## src/rtl/credential_entry.sv

```systemverilog
// Credential entry buffer: collects up to eight keypad digits (four username
// nibbles followed by four password nibbles), supports backspace/clear, and
// discards a partial entry after TIMEOUT_CYCLES idle cycles.
module credential_entry #(
  parameter int TIMEOUT_CYCLES = 100000000
) (
  input  logic       clk,
  input  logic       rst,
  input  logic [3:0] digit,
  input  logic       digit_valid,
  input  logic       backspace,
  input  logic       clear,
  input  logic       resetCount,
  output logic [3:0] userNameInput0,
  output logic [3:0] userNameInput1,
  output logic [3:0] userNameInput2,
  output logic [3:0] userNameInput3,
  output logic [3:0] passwordInput0,
  output logic [3:0] passwordInput1,
  output logic [3:0] passwordInput2,
  output logic [3:0] passwordInput3,
  output logic [3:0] inputCount,
  output logic [1:0] phase,
  output logic       overflow,
  output logic       timeout
);

  typedef enum logic [1:0] {
    PH_EMPTY = 2'd0,
    PH_USER  = 2'd1,
    PH_PASS  = 2'd2,
    PH_FULL  = 2'd3
  } phase_t;

  localparam int                IDLE_W    = (TIMEOUT_CYCLES > 1) ? $clog2(TIMEOUT_CYCLES) : 1;
  localparam logic [IDLE_W-1:0] IDLE_LAST = IDLE_W'(TIMEOUT_CYCLES - 1);
  localparam logic [3:0]        MAX_COUNT = 4'd8;

  // Slots are held in entry order: slot 0 is the first digit typed.
  logic [3:0]        slot_q [8];
  logic [3:0]        slot_d [8];
  logic [3:0]        count_q, count_d;
  phase_t            phase_q, phase_d;
  logic [IDLE_W-1:0] idle_q, idle_d;
  logic              ovf_q, ovf_d;
  logic              tmo_q, tmo_d;

  logic              expire;
  logic              bs_accept;
  logic [2:0]        last_idx;

  function automatic phase_t phase_of(input logic [3:0] n);
    if (n == 4'd0)      return PH_EMPTY;
    else if (n <= 4'd4) return PH_USER;
    else if (n <= 4'd7) return PH_PASS;
    else                return PH_FULL;
  endfunction

  assign expire    = (count_q != 4'd0) && (idle_q == IDLE_LAST);
  assign bs_accept = backspace && (count_q != 4'd0);
  // Wraps to 7 when the count is 8, which is exactly the last full slot.
  assign last_idx  = count_q[2:0] - 3'd1;

  // Next-state: apply the single highest-priority event of this cycle.
  always_comb begin
    // NOTE: every signal gets a default first so no path leaves it unassigned (no latches).
    slot_d  = slot_q;
    count_d = count_q;
    idle_d  = (count_q == 4'd0) ? '0 : idle_q + IDLE_W'(1);
    ovf_d   = 1'b0;
    tmo_d   = 1'b0;

    if (resetCount || clear) begin
      for (int i = 0; i < 8; i++) slot_d[i] = 4'd0;
      count_d = 4'd0;
      idle_d  = '0;
    end else if (expire) begin
      for (int i = 0; i < 8; i++) slot_d[i] = 4'd0;
      count_d = 4'd0;
      idle_d  = '0;
      tmo_d   = 1'b1;
    end else if (bs_accept) begin
      slot_d[last_idx] = 4'd0;
      count_d          = count_q - 4'd1;
      idle_d           = '0;
    end else if (digit_valid) begin
      if (count_q == MAX_COUNT) begin
        // Rejected digit is not activity: the idle counter keeps running.
        ovf_d = 1'b1;
      end else begin
        slot_d[count_q[2:0]] = digit;
        count_d              = count_q + 4'd1;
        idle_d               = '0;
      end
    end

    phase_d = phase_of(count_d);
  end

  // State register with synchronous reset.
  always_ff @(posedge clk) begin
    // NOTE: sequential state uses non-blocking assignments so all registers update together.
    if (rst) begin
      // NOTE: the slot array is reset because its contents are visible outputs.
      for (int i = 0; i < 8; i++) slot_q[i] <= 4'd0;
      count_q <= 4'd0;
      phase_q <= PH_EMPTY;
      idle_q  <= '0;
      ovf_q   <= 1'b0;
      tmo_q   <= 1'b0;
    end else begin
      for (int i = 0; i < 8; i++) slot_q[i] <= slot_d[i];
      count_q <= count_d;
      phase_q <= phase_d;
      idle_q  <= idle_d;
      ovf_q   <= ovf_d;
      tmo_q   <= tmo_d;
    end
  end

  assign userNameInput3 = slot_q[0];
  assign userNameInput2 = slot_q[1];
  assign userNameInput1 = slot_q[2];
  assign userNameInput0 = slot_q[3];
  assign passwordInput3 = slot_q[4];
  assign passwordInput2 = slot_q[5];
  assign passwordInput1 = slot_q[6];
  assign passwordInput0 = slot_q[7];
  assign inputCount     = count_q;
  assign phase          = phase_q;
  assign overflow       = ovf_q;
  assign timeout        = tmo_q;

endmodule

```

## config.mk

```make
export PLATFORM = sky130hd
export DESIGN_NAME = credential_entry
export DESIGN_NICKNAME = d
export VERILOG_FILES = /design/src/rtl/credential_entry.sv
export SDC_FILE = /design/constraint.sdc
export NUM_CORES = 1
export LEC_CHECK = 0
export ABC_AREA = 1
export CAP_MARGIN = 20
export CORE_ASPECT_RATIO = 0.9
export CORE_MARGIN = 8
export CORE_UTILIZATION = 45
export DETAILED_ROUTE_END_ITERATION = 8
export GPL_TIMING_DRIVEN = 1
export PLACE_DENSITY = 0.68
export SLEW_MARGIN = 20
export SYNTH_ARGS = -nofsm -noshare
export SYNTH_HDL_FRONTEND = slang
export SYNTH_SLANG_ARGS = --single-unit
```

## constraint.sdc

```tcl
create_clock -name clk -period 3.9 [get_ports clk]
set_input_delay 0.78 -clock clk [delete_from_list [all_inputs] [get_ports clk]]
set_output_delay 0.78 -clock clk [all_outputs]
set_load 0.01 [all_outputs]
```

=== After elaboration in Yosys (flattened, before gate mapping) ===
Cells that the tools add are included.
Widths: inputs -> output; s select.

* Flip-flop bits (word level): 67

* $add $sub $neg: 4
* Multiplexer cells: 20
* Reduce and logical (&&, ||, !) cells: 16
* Equality and inequality tests: 3
* Order comparisons: 6
* Bitwise logic cells: 5

{| class="wikitable"
|+ Operators by type and width
! kind !! number
|-
| $mux 32 || 3
|-
| $mux 27 || 3
|-
| $and 32x32->32 || 1
|-
| $bwmux 32 || 1
|-
| $not 32->32 || 1
|-
| $mux 4 || 7
|-
| $add 27x1->27 const B || 1
|-
| $eq 27x27->1 const B || 1
|-
| $demux 4 s3 || 2
|-
| $ge 4x4->1 const B || 2
|-
| $le 4x3->1 const B || 2
|-
| $logic_not 4->1 || 2
|-
| $lt 4x1->1 const B || 2
|-
| $not 3->4 || 2
|-
| $reduce_or 3->1 || 2
|-
| $reduce_or 5->1 || 1
|-
| $add 4x1->4 const B || 1
|-
| $eq 4x4->1 const B || 1
|-
| $logic_and 1x1->1 || 4
|-
| $mux 1 || 4
|-
| $reduce_bool 4->1 || 1
|-
| $reduce_or 2->1 || 2
|-
| $reduce_or 4->1 || 1
|-
| $sub 4x1->4 const B || 1
|-
| 6 further kinds || 6
|}

=== Longest topological paths before layout ===
* Depth after elaboration: 9
* Gate-level depth with buffers: 15
* Mapped depth without buffers: 14

=== Worst setup path after synthesis ===
Ideal clock, no wire load.

* Path type: reg2reg
* Start point: register count_q[0], in the netlist inputCount[0]
* End point: register idle_q[22]
* Clock period less this slack: 1834 ps
* Stages on the path, launching flop included: 11
* Arrival time: 1714 ps
* Setup time: 119 ps
* Slack: 2066 ps
* Cells stage by stage: dfxtp_1 > buf_2 > inv_2 > ha_1 > nand2_2 > nand4_2 > nor2_4 > nor2_8 > nand2_4 > buf_8 > nor3_2

* Longest elaborated chain between the ends: 4

{| class="wikitable"
|+ RTL lines
! item !! line !! RTL
|-
| start: declaration || 42 || <nowiki>logic [3:0] count_q, count_d;</nowiki>
|-
| start signal: assignment || 113 || <nowiki>count_q <= count_d;</nowiki>
|-
| $logic_not 4->1 || 69 || <nowiki>idle_d = (count_q == 4'd0) ? '0 : idle_q + IDLE_W'(1);</nowiki>
|-
| $mux 27 || 69 ||
|-
| $mux 27 || 87 || <nowiki>if (count_q == MAX_COUNT) begin</nowiki>
|-
| $mux 27 || 86 || <nowiki>end else if (digit_valid) begin</nowiki>
|-
| end signal: assignment || 115 || <nowiki>idle_q <= idle_d;</nowiki>
|-
| end: declaration || 44 || <nowiki>logic [IDLE_W-1:0] idle_q, idle_d;</nowiki>
|}

Several ways; a longest one is shown, not always the timed one.
A chain may end at the register's enable or synchronous reset.

=== Worst setup path after layout ===
* Start point: register count_q[0], in the netlist inputCount[0]
* End point: output port inputCount[0]

{| class="wikitable"
|+ RTL lines
! item !! line !! RTL
|-
| end: declaration || 22 || <nowiki>output logic [3:0] inputCount,</nowiki>
|}

No word-level cell between the ends.

==> out/metrics.yaml <==
min_period_ps: 2395
critPathKind: "register to output port"
synth_top_cell_area_share_pct: 39.67
vdd_drop_max_uv: 222.0
antenna_left: 0
synth_commonest_cells: "nand2_1 (147), dfxtp_1 (67), nor2_1 (63), a21oi_1 (37), inv_1 (37)"
grt_pass1_vias: 2983
synth.area.top_cells: "dfxtp_1 (40%), nand2_1 (16%), nor2_1 (7.0%)"
coreArea_um2: 7432
r2r_slack_ps: 1580
critPathCaptureType: "output port"
status: "finished clean"
async_reset_ff_share_pct: 0
start_kind: "register"
synth_edf_count: 0
hold_slack_ps: 459.5
leakagePower_nw: 1.429
syn_area_per_cell_um2: 6.999
rsz0062_at_grt: "false"
placed_cell_area_um2: 3900
final_cell_area_um2: 4073
p_int_uw: 976.1
first_pass_iters: 5
ys_ff_latch: 67
die_h_um: 98.23
synth_cell_types: 33
p_per_area_nw_per_um2: 314.8
max-slew-margin-rel_pct: 65.16
postRouteWirelength_mm: 8.405
portBuffers: 49
worst_path_largest_cell_delay_ps: 640
synth_top_area_cell: "dfxtp_1"
slew_viol_final: 0
h-tree-depth: 3
comb_power_share_pct: 5.9
dieArea_um2: 10550
setup-tns-final_ps: 0
clkTransAtPathRegs_ps: 70
worst_slew_pin_slew_ps: 517.9
finalHoldViolCount: 0
hpwlAfterDp_mm: 6.366
clock_latency_ps: 340
cts_hold_buffers: 0
fmax_mhz: 417.6
path_cells: "clkdlybuf4s50_1"
grt_pass1_wl_mm: 14.03
clockBufferDepth: 2
critical_path_required_ps: 3120
rows: 30
drcViolationCount: 0
synth_cells: 483
fin_crit_sh_pct: 61.40
area_growth_syn_to_layout_pct: 20.47
clock_sinks: 67
die_w_um: 107.4
drt_iter0_drc: 179
synth_most_common_cell: "nand2_1"
setup_violations: 0
postCtsSetupBuffers: 0
ios: 50
root_buffer: "clkbuf_8"
hp-class: "register to register"
start_util_pct: 45.49
switching_share_pct: 23.86
cpMaxStageDelayCell: "dfxtp_1"
vias: 3178
synth_seq_area_share_pct: 39.67
fin_nets: 545
crit_arrival_ps: 1610
postCtsResizedCells: 0
p_switching_uw: 305.9
overflow: 0
finClkSkew_ps: 6.619
maxCapViolCount: 0
cts_tree: "yes"
critical_path_peak_fanout: 11
place.gp.congestion: 0.8790
fin_util_pct: 54.80
drive_gt1_share_pct: 11.55
cts_inserted_buffers: 9
wl_per_cell_um: 13.28
antenna_found_initial: 0
syn_nets: 496
synth_area_um2: 3381
viasPerCell: 5.021
power_frac_clock_pct: 40.4
synth_ff_type: "dfxtp_1"
power_frac_seq_pct: 53.8
cpLargestDelayFamily: "flip-flops"
diodes: 0
worst-path-buf-inv: 1
track_usage_pct: 16.28
yosys_warnings: 0
grt_max_degree: 36
-- final timing paths --
kind / startpoint / endpoint / depth (start not counted)
setup / recovery: inputCount[0]$_SDFF_PP0_ / inputCount[0] / 1
hold / removal: idle_q[0]$_SDFF_PP0_ / idle_q[0]$_SDFF_PP0_ / 1
setup reg to reg: inputCount[0]$_SDFF_PP0_ / userNameInput0[2]$_SDFFE_PP0P_ / 9
hold reg to reg: idle_q[0]$_SDFF_PP0_ / idle_q[0]$_SDFF_PP0_ / 1
-- through the flow --
step | power, mW | worst slack (ps) | std cells
after global placement | 0.7788 | 1543 | 617
final | 1.282 | 1505 | 633
after detailed placement | 0.7794 | 1506 | 617
after global routing | 1.331 | 1448 | 633
after floorplan | 0.7549 | 2066 | 483
after CTS | 1.297 | 1511 | 633
-- logic make-up after synthesis --
kind of cell	share of synthesized area, %
AO/OA/AOI/OAI	7.513
XOR/XNOR	3.627
adder cells (fa/ha/maj)	1.110
buffers and inverters	7.845
flip-flops	39.67
AND/OR/NAND/NOR	40.23
-- registers in the layout (all words and copies together), names as in the netlist --
signal and cells:
overflow 1, inputCount 4, userNameInput1 4, passwordInput2 4
timeout 1, idle_q 27, passwordInput0 4, passwordInput3 4
userNameInput0 4, phase 2, userNameInput2 4, userNameInput3 4
passwordInput1 4
-- power groups by stage --
stage	sequential (mW)	combinational (mW)	clock, mW
after floorplan	0.705	0.0502	0
after global placement	0.705	0.0738	0
after detailed placement	0.705	0.0744	0
after CTS	0.689	0.0748	0.533
after global routing	0.689	0.0825	0.559
final	0.689	0.0751	0.517
-- layout by cell type (no fill, tap or decap) --
| master | n |
|---|---|
| ha_1 | 3 |
| nor4_1 | 1 |
| a21oi_1 | 37 |
| nor3_2 | 5 |
| a31oi_1 | 1 |
| nand2_2 | 4 |
| nor3_1 | 19 |
| clkbuf_8 | 11 |
| clkinv_2 | 2 |
| inv_1 | 37 |
| nand2_1 | 147 |
| clkbuf_1 | 3 |
| clkdlybuf4s50_1 | 49 |
| inv_4 | 2 |
| nand2_4 | 2 |
| nand3_2 | 3 |
| nor3_4 | 1 |
| nor2_1 | 63 |
| nand4_2 | 1 |
| nor2_8 | 1 |
| nor2_2 | 14 |
| inv_2 | 6 |
| or2_4 | 1 |
| nand3_1 | 25 |
| dfxtp_1 | 67 |
| a21oi_2 | 6 |
| or2_2 | 1 |
| xor2_1 | 9 |
| or2_1 | 1 |
| o21ai_0 | 2 |
| nor2_4 | 2 |
| xnor2_1 | 5 |
| nand4_1 | 6 |
-- layout make-up --
class | count | area (um^2)
Tap cell | 96 | 120.1
Sequential cell | 67 | 1341
Fill cell | 736 | 3359
Clock inverter | 2 | 10.01
Multi-Input combinational cell | 360 | 1774
Inverter | 45 | 173.9
Timing Repair Buffer | 49 | 490.5
Clock buffer | 14 | 162.7
-- layer usage --
layer  routed length, um  GRT usage, %  part of all wire [%]
met2                3687         25.21                    44
met4                  58         3.838                  0.69
met3                 611         4.608                   7.3
met1                4047         21.64                    48
met5                   0             0                     0
No activity file was read; power rests on OpenSTA's default activity.
==> RTL change 1: new RTL, config.mk and constraints unchanged <==
`TIMEOUT_CYCLES`: 100000000 -> 50000000.
--- a/src/rtl/credential_entry.sv
+++ b/src/rtl/credential_entry.sv
@@ -4,3 +4,3 @@
 module credential_entry #(
-  parameter int TIMEOUT_CYCLES = 100000000
+  parameter int TIMEOUT_CYCLES = 50000000
 ) (
Formal check against the unedited RTL: no difference found for any inputs over 4 cycles, from zero or initial values and one cycle with rst high; that may be too few to reach the edited logic, so the function may still have changed.
==> RTL change 1 against the original RTL <==
- total power grew 14%
- worst setup slack got worse by 0.44 ns
- combinational power is 13% lower
- sequential cell count decreased by 1
- sequential power decreased by 1%
- clock skew grew 0.00069 ns
- final area fell by 2.6%
- wire length shrank 6.4%
- via count decreased by 7.8%
- synthesized area decreased by 5.6%
- critical endpoint is now passwordInput3[2]
==> RTL change 1: results (changes against the original RTL) <==
Run status
  • Outcome: finished, final reports clean (unchanged)

Final layout
  • Layout cells sized above 1: 11.09% (was 11.55%)
  • Storage cell area: 0.001321 mm2 (was 0.001341 mm2)
  • Max FFs per register: 26 (was 27)
  • Fillers: 660 (was 736)
  • Final nets: 486 (was 545)

Pwr
  • Switch share: 20.89% (was 23.86%)
  • Worst VDD drop: 0.2111 mV (was 0.2220 mV)
  • Leak Pwr: 0.001341 uW (was 0.001429 uW)

Global routing
  • First-pass GRT wire length: 13.43 mm (was 14.03 mm)
  • Vias in the first global route: 2825 (was 2983)
  • GRT Total Usage: 16.37% (was 16.28%)
  • Pin count of the biggest net entering global routing: 37 (was 36)

Synthesis
  • Netlist cell types: 32 (was 33)
  • Top cells by instance count after synthesis: 77 x nand2_1, 66 x dfxtp_1, 55 x nand3_1, 44 x nor2_1, 35 x a21oi_1 (was 147 x nand2_1, 67 x dfxtp_1, 63 x nor2_1, 37 x a21oi_1, 37 x inv_1)
  • Syn nets: 437 (was 496)
  • Top cells by area, synth: dfxtp_1 41%, nand2_1 9.1%, nand3_1 8.6% (was dfxtp_1 40%, nand2_1 16%, nor2_1 7.0%)

STA
  • Clock skew: 0.007310 ns (was 0.006619 ns)
  • Slew HR: 43.86% (was 65.16%)

Routing
  • Drt wl/cell: 13.78 um (was 13.28 um)
  • Drt first pass iters: 4 (was 5)
  • Via Count: 2931 (was 3178)
  • Iteration-0 DRC count of the detailed router: 186 (was 179)

Setup path
  • Crit path DAT: 3.06 ns (was 1.61 ns)
  • Critical path type: reg -> reg (was reg -> out)
  • Crit path max fanout: 29 (was 11)

Placement
  • Area after DPL: 0.003714 mm2 (was 0.003900 mm2)
  • Pre-CTS setup slack: 1.011 ns (was 1.506 ns)
  • Final HPWL from detailed placement: 5.770 mm (was 6.366 mm)

Clock network
  • Num CTS Buffers: 9 (unchanged)

Min path
  • Hold_sp: passwordInput2[0] (was idle_q[0])
==> RTL change 1: changes by cell type after synthesis, moves of 5 or more <==
cell / delta
xor2_1: +7
nor2_2: +9
nor3_1: -11
nand3_1: +30
nor2_1: -19
inv_1: -6
or2_0: +5
nand4_1: +15
buf_2: +5
a21oi_2: -6
nand2_1: -70
==> RTL change 1: per-layer routing <==
metal | vias up | GRT usage [%] | wire (um)
li1 | 1503 | - | -
met1 | 1327 | 21.26 | 3909
met2 | 89 | 24.45 | 3255
met3 | 12 | 4.819 | 549
met4 | 0 | 8.066 | 154
met5 | - | 0 | 0
==> RTL change 1: layout make-up <==
class	count	share of cell area, %
well taps	93	2.935
clock buffers	11	3.818
flip-flops and latches	66	33.32
multi-input cells	311	41.59
clock inverters	5	2.524
inverters	36	3.440
repair buffers	49	12.37
==> RTL change 1: metrics by stage <==
stage | cells | power (uW)
after floorplan | 424 | 732.4
after global placement | 555 | 757.7
after detailed placement | 555 | 759.1
after CTS | 571 | 1471
after global routing | 571 | 1506
final | 571 | 1463
==> RTL change 1: kinds of logic after synthesis <==
family / after synthesis / share of synthesized area, %
flip-flops: 66 / 41.38
AO/OA/AOI/OAI: 41 / 6.662
buffers and inverters: 47 / 6.974
adder cells (fa/ha/maj): 3 / 1.176
AND/OR/NAND/NOR: 245 / 37.77
XOR/XNOR: 22 / 6.034
==> RTL change 1: critical path: stages, from the launching register on <==
cell and delay [ns]:
dfxtp_1 0.52, clkinv_1 0.31, ha_1 0.36, nand3_4 0.14, nand2_1 0.50, nor2_1 0.43
nand3_1 0.25, nand3_1 0.14, a21oi_1 0.07
==> RTL change 1: power by group through the flow <==
stage	sequential (uW)	combinational, uW	clock [uW]
2_1_floorplan	694	38.2	0
3_5_place_dp	694	65.0	0
5_1_grt	679	71.9	756
6_report	679	65.3	719
3_3_place_gp	694	63.7	0
4_1_cts	679	65.2	727
==> RTL change 1: path summary, 6_finish.rpt <==
path / endpoint / slack, ns / cells after the start
max: passwordInput3[2] / 1.06 / 8
min: passwordInput2[0] / 0.48 / 2
max reg2reg: passwordInput3[2] / 1.06 / 8
min reg2reg: passwordInput2[0] / 0.48 / 2
==> RTL change 2: new RTL, same settings <==
Without the edit above. Remove the register `ovf_q`: a continuous assignment takes its place, so the output `overflow` follows one clock earlier.
--- a/src/rtl/credential_entry.sv
+++ b/src/rtl/credential_entry.sv
@@ -108,3 +108,2 @@
       idle_q  <= '0;
-      ovf_q   <= 1'b0;
       tmo_q   <= 1'b0;
@@ -115,3 +114,2 @@
       idle_q  <= idle_d;
-      ovf_q   <= ovf_d;
       tmo_q   <= tmo_d;
@@ -119,2 +117,4 @@
   end
+
+  assign ovf_q = ovf_d;
 
Check against the original RTL: not equivalent (a bounded check fails within 10 cycles, from zero or initial values and one cycle with rst high).
==> RTL change 2 against the original RTL <==
- total power up 2.4%
- critical path type unchanged
- synthesized area is 5.6% lower
- worst setup slack worse by 1.1 ns
- first-iteration DRC count is 4.5% higher
- wire length down 6.3%
- non-clock buffer count unchanged
- final area decreased by 4.0%
- sequential cell count down 1
- count of clock-buffer cells in the layout fell by 4
- die area fell by 4.7%
- register-to-register slack worse by 0.30 ns
==> RTL change 2: results (changes against the original RTL) <==
Setup path
  • Crit path DAT: 2.72 ns (was 1.61 ns)
  • Slowest CP cell: clkdlybuf4s50_1 (was dfxtp_1)
  • Crit path capture: overflow (was inputCount[0])
  • Slowest Stage Delay on Critical Path: 0.61 ns (was 0.64 ns)
  • R2R Path End: idle_q[24] (was userNameInput0[2])
  • CP delay by family, top: buffers and inverters (was flip-flops)
  • Crit path max fanout: 14 (was 11)
  • R2R cell count: 10 (was 9)
  • FF-to-FF setup slack: 1.28 ns (was 1.58 ns)

STA
  • Clock skew: 0.008933 ns (was 0.006619 ns)
  • Post-route minimum period: 3.498 ns (was 2.395 ns)
  • Slew HR: 66.61% (was 65.16%)

Synthesis
  • Post-synthesis compound-gate area fraction: 7.918% (was 7.513%)
  • Netlist cell types: 28 (was 33)
  • Xor and xnor area share after synthesis: 5.762% (was 3.627%)
  • Top cells by area, synth: dfxtp_1 41%, nand2_1 16%, nor2_1 8.6% (was dfxtp_1 40%, nand2_1 16%, nor2_1 7.0%)
  • Syn nets: 476 (was 496)
  • Top cells by instance count after synthesis: 137 x nand2_1, 73 x nor2_1, 66 x dfxtp_1, 42 x inv_1, 37 x a21oi_1 (was 147 x nand2_1, 67 x dfxtp_1, 63 x nor2_1, 37 x a21oi_1, 37 x inv_1)
  • Sequential-to-total area share from yosys stat: 41.40% (was 39.67%)
  • Synth Area in Adders: 1.176% (was 1.110%)
  • Mean Syn Cell Area: 6.894 um2 (was 6.999 um2)

Pwr
  • Worst VDD drop: 0.2451 mV (was 0.2220 mV)
  • Leak Pwr: 0.001383 uW (was 0.001429 uW)
  • Switch share: 23.38% (was 23.86%)

Clock network
  • Num Clock Sinks: 66 (was 67)
  • Register clock-pin slew on the reported worst setup and hold paths: 0.07 ns (about the same)
  • Root Buffer: clkbuf_8 (unchanged)

Routing
  • Vias per cell: 4.799 (was 5.021)
  • Drt wl/cell: 12.97 um (was 13.28 um)
  • Via Count: 2913 (was 3178)
  • Drt first pass iters: 5 (unchanged)
  • Iteration-0 DRC count of the detailed router: 187 (was 179)

Run status
  • Outcome: finished, final reports clean (unchanged)

Placement
  • Placed cells: 592 (was 617)
  • Final HPWL from detailed placement: 5.852 mm (was 6.366 mm)
  • Final Wtd Congestion: 0.8284 (was 0.8790)
  • Pre-CTS setup slack: 0.4712 ns (was 1.506 ns)
  • Area after DPL: 0.003717 mm2 (was 0.003900 mm2)
  • IO Port Bufs: 49 (unchanged)

Final layout
  • Final nets: 523 (was 545)
  • Fillers: 710 (was 736)
  • Layout cells sized above 1: 7.977% (was 11.55%)

Global routing
  • Vias in the first global route: 2693 (was 2983)
  • Pin count of the biggest net entering global routing: 38 (was 36)
  • GRT Total Usage: 16.15% (was 16.28%)
  • First-pass GRT wire length: 13.14 mm (was 14.03 mm)
## RTL change 2: cell types whose count changed in the layout (fill, tap and decap cells not counted), sizes merged, moves of 2 or more
cell      change
xor2          +3
nor3         -12
a21oi         -2
nand2        -12
xnor2         +4
nand3         -3
clkinvlp      +2
nor2          -3
clkbuf        -4
o21ai         +2
## RTL change 2: cells by family (layout without fill, tap and decap cells)
kind of cell	Yosys count	count (layout)
AND/OR/NAND/NOR	266	266
adder cells (fa/ha/maj)	3	3
AO/OA/AOI/OAI	47	47
buffers and inverters	60	111
flip-flops	66	66
XOR/XNOR	21	21
## RTL change 2: worst register-to-register path, cell delays in order (launching register included)
cell      delay (ns)
dfxtp_1         0.54
clkinv_1        0.32
ha_1            0.35
nand2_2         0.14
nand2_1         0.06
nor2_1          0.12
nand2_2         0.10
nand3_4         0.33
nor2_4          0.10
inv_2           0.34
nor2_1          0.10
## RTL change 2: worst min-delay path by stage
stage	end	depth (start not counted)	slack (ns)	from
finish	idle_q[0]	1	0.45	idle_q[0]
global route	userNameInput2[0]	2	0.48	userNameInput2[0]
CTS	idle_q[0]	1	0.45	idle_q[0]
detailed placement	idle_q[0]	1	0.44	idle_q[0]
global placement	idle_q[0]	1	0.43	idle_q[0]
floorplan	idle_q[0]	1	0.42	idle_q[0]
## RTL change 2: final cells by class
cell class	count	area, um2	share of cell area, %
Clock inverter	5	55.05	1.408
Clock buffer	10	137.6	3.520
Multi-Input combinational cell	337	1613	41.25
Timing Repair Buffer	49	490.5	12.54
Sequential cell	66	1321	33.79
Inverter	47	176.4	4.512
Tap cell	93	116.4	2.976
## RTL change 2: metrics by stage
step,total power [uW],hold WS (ns)
2_1_floorplan,737.2,0.4173
3_3_place_gp,761.6,0.4308
3_5_place_dp,761.9,0.4436
4_1_cts,1329,0.4546
5_1_grt,1364,0.4792
6_report,1313,0.4481
## RTL change 2: per-layer routing
| layer | share of wire [%] | global-route usage [%] | routed length, um |
|---|---|---|---|
| met5 | 0 | 0 | 0 |
| met4 | 1.3 | 6.643 | 99 |
| met3 | 7.2 | 5.756 | 570 |
| met2 | 43 | 24.24 | 3405 |
| met1 | 48 | 20.74 | 3797 |
## RTL change 2: power groups by stage
stage	Sequential, uW	Clock [uW]	Combinational (uW)
2_1_floorplan	694	0	43.2
3_3_place_gp	694	0	67.7
3_5_place_dp	694	0	67.8
4_1_cts	678	582	68.3
5_1_grt	679	609	76.0
6_report	679	566	68.3
